--- src/rtl/jk_bank_driver.sv ---
`default_nettype none
// ============================================================================
// Module   : jk_bank_driver
// Purpose  : Drives a bank of WIDTH JK flip-flop cells toward a requested
//            target word. A request is accepted over valid/ready. The block
//            computes per-lane J/K excitation from the bank's live Q
//            feedback and pulses the bank clock enable for one cycle. It then
//            checks the result and retries until the bank matches or the
//            retry budget runs out.
// Revision : 1.0  initial release
// ----------------------------------------------------------------------------
// Parameters
//   WIDTH      number of JK lanes driven
//   MAX_RETRY  extra drive attempts after the first before reporting an error
// Ports
//   iClk     in   1      clock (rising edge)
//   iRst     in   1      synchronous active-high reset
//   iValid   in   1      target request valid
//   oReady   out  1      block can accept a request (IDLE only)
//   iTarget  in   WIDTH  requested Q value
//   iMode    in   1      0 = force (set/reset), 1 = toggle excitation
//   iQ       in   WIDTH  registered Q feedback from the JK bank
//   oJ       out  WIDTH  J drive to the bank
//   oK       out  WIDTH  K drive to the bank
//   oCE      out  1      clock enable to the bank
//   oBusy    out  1      request in progress (DRIVE or CHECK)
//   oDone    out  1      one-cycle pulse: bank matches target
//   oErr     out  1      one-cycle pulse: retries exhausted
// ============================================================================
module jk_bank_driver #(
  parameter int WIDTH     = 8,
  parameter int MAX_RETRY = 3
) (
  input  logic             iClk,
  input  logic             iRst,
  input  logic             iValid,
  output logic             oReady,
  input  logic [WIDTH-1:0] iTarget,
  input  logic             iMode,
  input  logic [WIDTH-1:0] iQ,
  output logic [WIDTH-1:0] oJ,
  output logic [WIDTH-1:0] oK,
  output logic             oCE,
  output logic             oBusy,
  output logic             oDone,
  output logic             oErr
);

  // The counter only has to reach MAX_RETRY; keep it at least one bit wide.
  localparam int CNT_W = (MAX_RETRY > 0) ? $clog2(MAX_RETRY + 1) : 1;
  localparam logic [CNT_W-1:0] RETRY_LIMIT = CNT_W'(MAX_RETRY);

  typedef enum logic [2:0] {
    S_IDLE  = 3'd0,
    S_DRIVE = 3'd1,
    S_CHECK = 3'd2,
    S_DONE  = 3'd3,
    S_ERR   = 3'd4
  } state_t;

  state_t           state;
  state_t           state_nxt;
  logic [CNT_W-1:0] retry_cnt;
  logic [WIDTH-1:0] target_q;
  logic             mode_q;

  logic [WIDTH-1:0] diff;
  logic             accept;
  logic             match;
  logic             retry_left;

  assign diff       = iQ ^ target_q;
  assign match      = (iQ == target_q);
  assign retry_left = (retry_cnt != RETRY_LIMIT);
  assign accept     = (state == S_IDLE) && iValid;

  // --------------------------------------------------------------------------
  // State and datapath registers
  // --------------------------------------------------------------------------
  always_ff @(posedge iClk) begin
    if (iRst) begin
      state     <= S_IDLE;
      retry_cnt <= '0;
      target_q  <= '0;
      mode_q    <= 1'b0;
    end else begin
      state <= state_nxt;
      if (accept) begin
        target_q  <= iTarget;
        mode_q    <= iMode;
        retry_cnt <= '0;
      end else if ((state == S_CHECK) && !match && retry_left) begin
        // Increment only when another attempt will follow, so the counter
        // never wraps past RETRY_LIMIT.
        retry_cnt <= retry_cnt + CNT_W'(1);
      end
    end
  end

  // --------------------------------------------------------------------------
  // Next-state and output decode. Excitation is driven from live iQ during
  // DRIVE so every attempt reacts to the bank's actual contents; lanes that
  // already match get J = K = 0 because their diff bit is zero.
  // --------------------------------------------------------------------------
  always_comb begin
    state_nxt = state;
    oReady    = 1'b0;
    oBusy     = 1'b0;
    oDone     = 1'b0;
    oErr      = 1'b0;
    oJ        = '0;
    oK        = '0;
    oCE       = 1'b0;

    case (state)
      S_IDLE: begin
        oReady = 1'b1;
        if (iValid) state_nxt = S_DRIVE;
      end
      S_DRIVE: begin
        oBusy = 1'b1;
        if (mode_q) begin
          oJ = diff;
          oK = diff;
        end else begin
          oJ = target_q & diff;
          oK = ~target_q & diff;
        end
        oCE       = |diff;
        state_nxt = S_CHECK;
      end
      S_CHECK: begin
        oBusy = 1'b1;
        if (match)           state_nxt = S_DONE;
        else if (!retry_left) state_nxt = S_ERR;
        else                 state_nxt = S_DRIVE;
      end
      S_DONE: begin
        oDone     = 1'b1;
        state_nxt = S_IDLE;
      end
      S_ERR: begin
        oErr      = 1'b1;
        state_nxt = S_IDLE;
      end
      default: state_nxt = S_IDLE;
    endcase
  end

endmodule
`default_nettype wire

--- config.mk ---
export PLATFORM = sky130hd
export DESIGN_NAME = jk_bank_driver
export DESIGN_NICKNAME = d
export VERILOG_FILES = /design/src/rtl/jk_bank_driver.sv
export SDC_FILE = /design/constraint.sdc
export NUM_CORES = 1
export LEC_CHECK = 0
export CORE_MARGIN = 2
export CORE_UTILIZATION = 45
export DETAILED_ROUTE_END_ITERATION = 7
export MAX_ROUTING_LAYER = met4
export PLACE_DENSITY = 0.8
export SYNTH_ARGS = -nofsm -noshare
export SYNTH_HDL_FRONTEND = slang
export SYNTH_SLANG_ARGS = --single-unit
--- constraint.sdc ---
create_clock -name iClk -period 2 [get_ports iClk]
set_clock_uncertainty 0.15 [all_clocks]
set_input_delay 0.2 -clock iClk [delete_from_list [all_inputs] [get_ports iClk]]
set_output_delay 0.2 -clock iClk [all_outputs]
set_load 0.05 [all_outputs]
==> results.ini, run 1 <==
[status]
violations = negative setup slack
status = finished with violations

[logic_synthesis]
synth_commonest_cells = a21oi_1 (23), nand2_1 (21), inv_1 (18), nand2b_1 (18), ha_1 (17)
ys_types = 29
synth_seq_cells = 14
synth_edf_count = 0
yosysWarnings = 0
synthTopCellsByArea = dfxtp_1 (24%), ha_1 (18%), a21oi_1 (9.9%), nand2b_1 (9.7%), nand2_1 (6.8%)
syn_inst = 148
avgSynthCellArea_um2 = 7.83
async_flop_share = 0
synth_most_common_cell = a21oi_1
synth_top_cell_by_area = dfxtp_1
seq_area_frac_synth = 0.242
synth_ff_type = dfxtp_1
synth_area_um2 = 1160
synth_top_cell_area_share = 0.242
syn_nets = 185

[clock_network]
htree_levels = 1
clk_latency_ps = 280
cts_buffers = 3
cts_hold_buf = 0
cts_buffer_depth = 2
cts_tree = built
root_buffer = clkbuf_4
path_clk_slew_ps = 80
clock_sinks = 14

[worst_setup_path]
cp_top_family = simple AND/OR/NAND/NOR gates
worstSetupStartpointType = flip-flop
cp-end-kind = primary output
worst_ep_required_time_ps = 1650
arrival_ps = 1720
slowest_delay_ps = 440
path_class = flip-flop to primary output
crit_path_cell_trace = or3b_4 -> buf_4 -> a21oi_1 -> buf_12
worst_path_max_delay_cell = or3b_4
critical_path_buf_inv_count = 2
crit_fanout = 12

[timing]
fin_crit_ps = 2070
timing.final.crit_share = 1.04
finalHoldViolCount = 0
hold_ws_ps = 311
relSlewSlack = 0.646
worst_pin_slew_ps = 529
rsz0062_at_grt = yes
setup_violations = 7
layout_setup_ws_ps = -71.2
fmax_ghz = 0.483
drv_slew = 0

[finish]
finalInstanceArea_um2 = 1950
final_layout_size_suffix_gt1_frac = 0.296
fin_nets = 234
n_antenna_cell = 0
fill_cells = 145
area_growth_pct = 68.7
seqCellArea_um2 = 282
multi_input_area_um2 = 815
layout.cells.non_filler = 226

[die]
io_pins = 41
die_x_um = 54.7
die_y_um = 54.7
start_util = 0.472
core_area_um2 = 2450
die-area_um2 = 3000
rows = 18

[power]
p_leak_nw = 0.847
ir_worst_vdd_mv = 0.442
powerDensity_nw_per_um2 = 443

[placement]
dp_hpwl_um = 2430
numPortBuffers = 40
pre_cts_slack_ps = -93.5
placed_cells = 219
place.gp.congestion = 0.874
place_area_um2 = 1800

[routing]
drt_iter0_drc = 24
drt_pre_antenna_iters = 4
drc = 0
routed_wl_um = 3060
wl_per_cell_um = 13.5
via_per_inst = 5.22
ant_nets = 0
vias = 1179

[global_route]
grt_pass1_wl_um = 4670
antenna_found_initial = 0
gr-usage-all-layers = 0.225
overflow = 0
first_global_vias = 1109
grt_max_degree = 26

[min_path]
worstHoldPathType = primary input to flip-flop

[flow_run]
maxCapViolCount = 0

[path summary, 6_finish.rpt]
kind | cells after the start | from | slack, ps | to
setup reg to reg | 6 | target_q[0] | 240 | state[0]
hold reg to reg | 2 | target_q[7] | 330 | target_q[7]
hold / removal | 3 | iTarget[7] | 310 | target_q[7]
setup / recovery | 4 | state[0] | -70 | oJ[5]
[layer usage]
| layer | vias up | wire [um] | GRT usage |
|---|---|---|---|
| met3 | 9 | 162 | 0.0301 |
| met2 | 46 | 1580 | 0.403 |
| met5 | - | 0 | - |
| met4 | 0 | 74 | 0.100 |
| li1 | 585 | - | - |
| met1 | 539 | 1250 | 0.244 |
[kinds of logic (layout without fill, tap and decap cells)]
| logic type | after synthesis | after routing | share of synthesized area |
|---|---|---|---|
| simple gates | 56 | 56 | 0.278 |
| compound gates | 31 | 31 | 0.158 |
| buf+inv | 28 | 76 | 0.122 |
| fa+ha+maj | 17 | 17 | 0.184 |
| flops | 14 | 14 | 0.242 |
| mux | 2 | 2 | 0.0173 |
[flip-flops by register name (all words and copies together), names as in the netlist]
| signal | count |
|---|---|
| mode_q | 1 |
| retry_cnt | 2 |
| state | 3 |
| target_q | 8 |
[placed cells by master, fill, tap and decap left out]
master,instances
a211oi_1,1
nor3b_1,2
clkbuf_8,1
nand3_2,1
or4b_4,1
o2111a_1,2
clkbuf_4,3
clkdlybuf4s50_1,12
a21oi_2,6
mux2i_1,2
dfxtp_2,1
a21oi_1,17
ha_1,14
or3_1,1
nor4_1,1
o21a_1,4
nor2_4,2
nor4b_4,1
or3b_4,1
inv_1,15
o211ai_1,1
or4_1,1
buf_4,14
dfxtp_1,13
buf_12,20
dlymetal6s2s_1,7
ha_4,3
nor3_1,1
inv_2,4
nand2b_1,18
nand3_1,2
nand4_1,2
nor2_1,1
nand2_1,21
[area by class of cell]
class	instances	share of cell area
clock buffer	4	0.0186
inverter	19	0.0365
multi-input combinational	106	0.417
sequential	14	0.144
tap	30	0.0192
timing repair buffer	53	0.365
[report_power, final]
part / total [mW] / switching (mW) / internal [mW] / leakage (nW)
registers: 0.313 / 0.0198 / 0.293 / 0.115
clock network: 0.202 / 0.0915 / 0.111 / 0.0210
logic: 0.350 / 0.179 / 0.170 / 0.711
total: 0.865 / 0.291 / 0.575 / 0.847
[through the flow]
step,total power [mW],setup TNS [ps],utilization
6_report,0.865,-400,0.796
4_1_cts,0.849,-136,0.754
3_5_place_dp,0.647,-297,0.733
5_1_grt,0.909,-727,0.796
2_1_floorplan,0.495,-1640,-
3_3_place_gp,0.635,-79.3,0.733
[worst reg2reg max path, cell delays in order (launching register included)]
cell and delay (ps):
dfxtp_1 370, ha_4 290, nand4_1 190, buf_4 210, buf_4 120, o211ai_1 180
o2111a_1 200
[timing repair]
| action | 4_1_cts | 5_1_grt |
|---|---|---|
| pin swaps | 0 | 4 |
| resized for setup | 5 | 20 |
| buffers inserted | 0 | 3 |
| endpoints found under the setup margin | 13 | 17 |
No activity file was read; power rests on OpenSTA's default activity.
==> inputs of run 2 (changes only) <==
- CTS_BUF_LIST: default -> sky130_fd_sc_hd__clkbuf_8
==> run 2 against run 1 <==
The run now ends clean. Utilization is 1.7 points higher. Clock power increased by 36%. Sequential share of layout area fell by 0.30 points. Non-clock buffer count did not move. Global-route usage is 0.70 points higher. Worst hold slack gained 17 ps. Setup slack improved by 96 ps. Maximum frequency up 4.8%. Register-to-register slack hardly changed. Combinational power rose by 2%. Largest cell class unchanged. Largest power group unchanged.
==> results.ini, run 2 (same netlist as run 1, synthesis figures left out) <==
[status]
status = complete, no violations  ; was finished with violations

[clock_network]
htree_levels = 1  ; unchanged
clock_sinks = 14  ; unchanged
cts_buffers = 3  ; unchanged
path_clk_slew_ps = 60  ; was 80 ps
cts_tree = built  ; unchanged
clk_latency_ps = 250  ; was 280 ps
cts_buffer_depth = 2  ; unchanged
root_buffer = clkbuf_8  ; was clkbuf_4

[routing]
drt_iter0_drc = 21  ; was 24
drc = 0  ; unchanged
ant_nets = 0  ; unchanged
via_per_inst = 5.19  ; was 5.22
wl_per_cell_um = 14.4  ; was 13.5 um
drt_pre_antenna_iters = 4  ; unchanged
vias = 1174  ; was 1,179
routed_wl_um = 3250  ; was 3060 um

[finish]
final_cell_mix = nand2_1 (21), buf_12 (20), nand2b_1 (18)  ; unchanged
largest_reg_flops = 8  ; unchanged
n_antenna_cell = 0  ; unchanged
fin_nets = 234  ; unchanged
final_layout_size_suffix_gt1_frac = 0.327  ; was 0.296
reg_top3 = target_q x8, state x3, retry_cnt x2  ; unchanged
area_growth_pct = 72.2  ; was 68.7%
final_common_cell = nand2_1  ; unchanged
top_register = target_q  ; unchanged
layout.cells.non_filler = 226  ; unchanged

[flow_run]
maxCapViolCount = 0  ; unchanged

[power]
clock_power_share = 0.291  ; was 0.234
p_int_mw = 0.640  ; was 0.575 mW
powerDensity_nw_per_um2 = 474  ; was 443 nW/um2
p_leak_nw = 0.854  ; was 0.847 nW
swShare = 0.323  ; was 0.336
comb_power_share = 0.377  ; was 0.404
switching_power_mw = 0.305  ; was 0.291 mW
ir_worst_vdd_mv = 0.515  ; was 0.442 mV
seqPwrFrac = 0.332  ; was 0.362

[worst_setup_path]
reg2reg_slack_ps = 250  ; was 240 ps
worstSetupStartpointType = primary input  ; was flip-flop
worst_ep_required_time_ps = 1650  ; about the same
path_class = primary input to primary output  ; was flip-flop to primary output
arrival_ps = 1630  ; was 1720 ps
crit_fanout = 2  ; was 12
cp-end-kind = primary output  ; unchanged

[global_route]
grt_pass1_wl_um = 4800  ; was 4670 um
antenna_found_initial = 0  ; unchanged
grt_max_degree = 26  ; unchanged
gr-usage-all-layers = 0.232  ; was 0.225
overflow = 0  ; unchanged
first_global_vias = 1114  ; was 1,109

[die]
start_util = 0.472  ; unchanged
die-area_um2 = 3000  ; unchanged
rows = 18  ; unchanged
die_x_um = 54.7  ; unchanged
die_y_um = 54.7  ; unchanged
io_pins = 41  ; unchanged
core_area_um2 = 2450  ; unchanged

[timing]
layout_setup_ws_ps = 24.5  ; was -71.2 ps
fmax_ghz = 0.506  ; was 0.483 GHz
finalHoldViolCount = 0  ; unchanged
worst_pin_slew_ps = 538  ; was 529 ps
setup_violations = 0  ; was 7
drv_slew = 0  ; unchanged
relSlewSlack = 0.640  ; was 0.646
timing.final.crit_share = 0.988  ; was 1.04
fin_crit_ps = 1980  ; was 2070 ps

[placement]
placed_cells = 219  ; unchanged
place.gp.congestion = 0.874  ; unchanged
pre_cts_slack_ps = -93.5  ; unchanged
dp_hpwl_um = 2430  ; unchanged
numPortBuffers = 40  ; unchanged

[min_path]
worstHoldPathType = flip-flop to flip-flop  ; was primary input to flip-flop

## run 2: changes by cell type in the layout (fill, tap and decap cells not counted)
cell | previous run | this run
a21oi_1 | 17 | 11
a21oi_2 | 6 | 12
clkbuf_4 | 3 | 0
clkbuf_8 | 1 | 4
## run 2: power by group through the flow
| stage | Sequential, mW | Combinational (mW) | Clock (mW) |
|---|---|---|---|
| after floorplan | 0.308 | 0.188 | 0 |
| after global placement | 0.315 | 0.320 | 0 |
| after detailed placement | 0.317 | 0.331 | 0 |
| after CTS | 0.311 | 0.344 | 0.275 |
| after global routing | 0.317 | 0.382 | 0.287 |
| final | 0.314 | 0.357 | 0.275 |
## run 2: layer usage
metal | global-route usage | share of wire | vias to the layer above | wire length [um]
met3 | 0.0191 | 0.050 | 9 | 162
met1 | 0.247 | 0.40 | 536 | 1290
met2 | 0.431 | 0.53 | 45 | 1720
li1 | - | - | 584 | -
met4 | 0.100 | 0.022 | 0 | 73
met5 | - | 0 | - | 0
## run 2: worst max-delay path, cell delays in order
cell	delay [ps]
clkdlybuf4s50_1	520
inv_2	60
ha_4	260
nand4_1	100
buf_4	170
nor2_4	120
nor2_4	60
buf_12	140
## run 2: path summary, 6_finish.rpt
path | start | endpoint | depth (start not counted)
worst max register to register | target_q[6] | retry_cnt[1] | 6
worst max-delay path | iQ[4] | oCE | 8
worst min-delay path | target_q[7] | target_q[7] | 2
worst min register to register | target_q[7] | target_q[7] | 2
## run 2: cell type report
cell class / instances / area, um2
multi-input cells: 106 / 837
repair buffers: 53 / 713
fillers: 136 / 459
flip-flops and latches: 14 / 282
inverters: 19 / 71.3
clock buffers: 4 / 55.1
well taps: 30 / 37.5
## run 2: what timing repair did
action | in CTS | in global routing
pin swaps | 0 | 4
setup endpoints to repair | 8 | 18
hold buffers | 0 | 0
buffers inserted | 0 | 3
resized for setup | 13 | 18
## run 2: through the flow
stage / setup TNS [ps] / area, um2 / utilization / power, mW / hold slack, ps
after floorplan: -1640 / 1160 / - / 0.495 / 128
after global placement: -79.3 / 1800 / 0.733 / 0.635 / 311
after detailed placement: -297 / 1800 / 0.733 / 0.647 / 322
after CTS: -86.6 / 1900 / 0.775 / 0.929 / 329
after global routing: -32.5 / 2000 / 0.813 / 0.986 / 346
final: 0 / 2000 / 0.813 / 0.945 / 328
==> inputs of run 3 (changes only) <==
- CORE_MARGIN: 2 -> default
==> run 3 against run 2 <==
Final cell count shrank 1.3%. Register-to-register slack lost 30 ps. Final area shrank 1.5%. Worst hold slack gained 13 ps. Critical path depth shrank 4. Setup slack gained 46 ps. Via count grew 0.60%.
==> results.ini, run 3 (same netlist as run 1, synthesis figures left out) <==
[placement]
place.gp.congestion = 0.833  ; was 0.874
place_area_um2 = 1800  ; unchanged
pre_cts_slack_ps = -183  ; was -93.5 ps
numPortBuffers = 40  ; unchanged
dp_hpwl_um = 2320  ; was 2430 um
placed_cells = 219  ; unchanged

[timing]
timing.final.crit_share = 0.965  ; was 0.988
finalHoldViolCount = 0  ; unchanged
fmax_ghz = 0.518  ; was 0.506 GHz
hold_ws_ps = 341  ; was 328 ps
drv_slew = 0  ; unchanged
rsz0062_at_grt = no
worst_pin_slew_ps = 555  ; was 538 ps
setup-tns-final_ps = 0  ; unchanged
layout_setup_ws_ps = 70.7  ; was 24.5 ps
relSlewSlack = 0.629  ; was 0.640
fin_crit_ps = 1930  ; was 1980 ps
setup_violations = 0  ; unchanged

[worst_setup_path]
worst_ep_required_time_ps = 1650  ; about the same
reg2reg_depth = 6  ; unchanged
cp-end-kind = primary output  ; unchanged
path_class = flip-flop to primary output  ; was primary input to primary output
arrival_ps = 1580  ; was 1630 ps
slowest_delay_ps = 430  ; was 520 ps
crit_path_cell_trace = or3b_4 -> buf_4 -> a21oi_2 -> buf_12  ; was clkdlybuf4s50_1 -> inv_2 -> ha_4 -> nand4_1 -> buf_4 -> nor2_4 -> nor2_4 -> buf_12
worstSetupStartpointType = flip-flop  ; was primary input
worst_path_max_delay_cell = or3b_4  ; was clkdlybuf4s50_1
crit_fanout = 12  ; was 2

[clock_network]
cts_tree = built  ; unchanged
cts_hold_buf = 0  ; unchanged
clk_latency_ps = 240  ; was 250 ps
root_buffer = clkbuf_8  ; unchanged
path_clk_slew_ps = 50  ; was 60 ps
clock_sinks = 14  ; unchanged
htree_levels = 1  ; unchanged
cts_buffers = 3  ; unchanged
cts_buffer_depth = 2  ; unchanged

[global_route]
overflow = 0  ; unchanged
antenna_found_initial = 0  ; unchanged
grt_pass1_wl_um = 4790  ; was 4800 um
first_global_vias = 1163  ; was 1,114
grt_max_degree = 26  ; unchanged
gr-usage-all-layers = 0.239  ; was 0.232

[finish]
n_antenna_cell = 0  ; unchanged
final_cell_mix = nand2_1 (21), buf_12 (20), nand2b_1 (18)  ; unchanged
area_growth_pct = 69.7  ; was 72.2%
fin_util = 0.801  ; was 0.813
final_layout_size_suffix_gt1_frac = 0.321  ; was 0.327
finalInstanceArea_um2 = 1970  ; was 2000 um2
final_common_cell = nand2_1  ; unchanged
layout.cells.non_filler = 223  ; was 226
top_register = target_q  ; unchanged
fin_nets = 232  ; was 234
reg_top3 = target_q x8, state x3, retry_cnt x2  ; unchanged
fill_cells = 152  ; was 136
largest_reg_flops = 8  ; unchanged

[routing]
ant_nets = 0  ; unchanged
routed_wl_um = 3030  ; was 3250 um
wl_per_cell_um = 13.6  ; was 14.4 um
vias = 1181  ; was 1,174
via_per_inst = 5.30  ; was 5.19
drt_pre_antenna_iters = 4  ; unchanged
drt_iter0_drc = 22  ; was 21
drc = 0  ; unchanged

[die]
rows = 18  ; unchanged
io_pins = 41  ; unchanged
die_x_um = 52.7  ; was 54.7 um
core_area_um2 = 2450  ; unchanged
die-area_um2 = 2780  ; was 3000 um2
start_util = 0.472  ; unchanged
die_y_um = 52.7  ; was 54.7 um

[power]
p_leak_nw = 0.839  ; was 0.854 nW
p_total_mw = 0.888  ; was 0.945 mW
ir_worst_vdd_mv = 0.540  ; was 0.515 mV
powerDensity_nw_per_um2 = 452  ; was 474 nW/um2

[flow_run]
maxCapViolCount = 0  ; unchanged

[min_path]
hold_depth = 2  ; unchanged
worstHoldPathType = flip-flop to flip-flop  ; unchanged

[status]
status = complete, no violations  ; unchanged

[run 3: cell count changes in the layout (fill, tap and decap cells not counted), sizes merged]
cell           previous run  this run
clkdlybuf4s50            12        11
clkbuf                    4         3
buf                      34        32
dlygate4sd2               0         1
[run 3: worst max-delay path, delay by kind of cell (launching register included)]
family	cells	cell delay (ps)
flip-flops	1	310
buffers and inverters	2	380
AO/OA/AOI/OAI	1	200
AND/OR/NAND/NOR	1	430
[run 3: per-layer routing]
| metal | wire length, um | global-route usage | part of all wire | up-vias |
|---|---|---|---|---|
| met5 | 0 | - | 0 | - |
| met3 | 126 | 0.0203 | 0.042 | 5 |
| met1 | 1300 | 0.256 | 0.43 | 549 |
| met2 | 1570 | 0.449 | 0.52 | 44 |
| met4 | 38 | 0.0877 | 0.013 | 0 |
| li1 | - | - | - | 583 |
[run 3: path summary, 6_finish.rpt]
kind | endpoint | start | slack, ps
max | oK[7] | state[2] | 70
min | target_q[0] | target_q[0] | 340
max reg2reg | retry_cnt[0] | target_q[4] | 220
min reg2reg | target_q[0] | target_q[0] | 340
[run 3: report_power, final]
part           switching, mW  total [mW]  internal, mW
registers             0.0189       0.313         0.294
logic                  0.184       0.352         0.168
clock network         0.0903       0.223         0.133
total                  0.293       0.888         0.595
[run 3: area by class of cell]
type	instances	area, um2	area share
Tap cell	30	37.5	0.0191
Clock buffer	3	41.3	0.0210
Timing Repair Buffer	51	697	0.355
Inverter	19	71.3	0.0363
Sequential cell	14	282	0.143
Multi-Input combinational cell	106	837	0.426
[run 3: timing repair]
action                                 CTS  global route
pin swaps                                1             4
endpoints found under the hold margin    0             0
setup endpoints to repair               11            17
resized for setup                       16            16
buffers inserted                         1             0
==> edit (config.mk and constraints of run 3) <==
Reset style: asynchronous (`iRst`), changed in one clocked block. Comments in the files are not updated.
--- a/src/rtl/jk_bank_driver.sv
+++ b/src/rtl/jk_bank_driver.sv
@@ -78,5 +78,5 @@
   // State and datapath registers
   // --------------------------------------------------------------------------
-  always_ff @(posedge iClk) begin
+  always_ff @(posedge iClk or posedge iRst) begin
     if (iRst) begin
       state     <= S_IDLE;
Formal check against the unedited RTL: differs if iRst is asserted again (counterexample within 4 cycles, from zero or initial values and one cycle with iRst high); with iRst held inactive, the same outputs for 10 cycles.
==> edit against run 3 <==
- via count is 9.1% lower
- synthesized area is 2.7% lower
- die area is 2.6% lower
- sequential cell count stayed put
- routed wire length is 17% higher
- setup slack worse by 0.054 ns
- critical path depth stayed put
- cell count is 11% lower
- final area is 3.9% higher
- critical path type unchanged
- largest cell class unchanged
Power is left out: it rests on default switching activity, and per cell area and clock period it moved more than threefold.
==> edit: results <==
status:
  outcome: "completed"
synth:
  async_flop_share_pct: 100
  syn-num-nets: 157
  synth_seq_area_share_pct: 31.1
  synth_area_leaders: "dfrtp_1 (31%), ha_1 (19%), nand2b_1 (8.3%)"
  synthTopCellsByCount: "inv_1 (18), ha_1 (17), nand2b_1 (15)"
  syn_area_per_cell_um2: 9.39
  synthFlopType: "dfrtp_1"
  ys_types: 23
place:
  place.gp.congestion: 0.836
  dp_cells: 190
  hpwl_um: 2220
  pre_cts_slack_ns: -0.146
  placed_cell_area_um2: 1810
cts:
  path_clk_slew_ns: 0.06
  post_cts_buffers: 0
  cts-root-buf: "clkbuf_8"
  post_cts_resize_count: 11
critical_path:
  max_stage_delay_ns: 0.48
  arrival_ns: 1.63
  worstPathMaxFanout: 7
drt:
  met1_length_um: 1460
  drt_iter0_markers: 21
  met2_length_um: 1840
  wirelength_um: 3550
  vias: 1074
  wl_per_cell_um: 17.8
  wl_met3_um: 152
global_routing:
  grt_use_total_pct: 27.1
  grt_first_pass_wirelength_um: 5130
worst_hold_path:
  hp-class: "in -> async"
layout:
  layout.nets: 209
  fill_cells: 95
  drive_above_1_share_pct: 46.2
sta:
  worst_pin_slew_ns: 0.575
-- edit: worst paths after layout --
| kind | start | endpoint | slack (ns) | depth (start not counted) |
|---|---|---|---|---|
| setup reg to reg | state[1] | target_q[7] | 0.07 | 5 |
| hold / removal | iRst | target_q[5] | 0.16 | 2 |
| hold reg to reg | retry_cnt[0] | retry_cnt[0] | 0.39 | 1 |
| min in group iClk | retry_cnt[0] | retry_cnt[0] | 0.39 | 1 |
| setup / recovery | state[1] | oK[5] | 0.02 | 4 |
| max in group asynchronous | iRst | mode_q | 1.13 | 2 |
-- edit: metal layers --
| metal | vias to the layer above | GRT usage, % |
|---|---|---|
| met5 | - | - |
| met1 | 509 | 31.0 |
| met3 | 10 | 4.09 |
| met4 | 0 | 9.46 |
| li1 | 501 | - |
| met2 | 54 | 47.6 |
-- edit: logic make-up (layout without fill, tap and decap cells) --
| logic type | Yosys count | count (layout) | synth area share [%] |
|---|---|---|---|
| AND/OR/NAND/NOR | 31 | 31 | 16.2 |
| buffers and inverters | 24 | 75 | 8.77 |
| AO/OA/AOI/OAI | 23 | 23 | 12.3 |
| adder cells (fa/ha/maj) | 17 | 17 | 18.9 |
| flip-flops | 14 | 14 | 31.1 |
| multiplexers | 11 | 11 | 12.8 |
-- edit: worst reg2reg max path, delay by kind of cell, from the launching register on --
kind,cells,cell delay [ns]
AND/OR/NAND/NOR,1,0.46
flip-flops,1,0.39
multiplexers,1,0.31
buffers and inverters,3,0.50
-- edit: final cells by class --
type	count	area (um^2)	area share, %
inverters	18	67.6	3.31
well taps	28	35.0	1.71
repair buffers	53	697	34.1
clock buffers	4	55.1	2.69
multi-input cells	82	837	41.0
flip-flops and latches	14	352	17.2
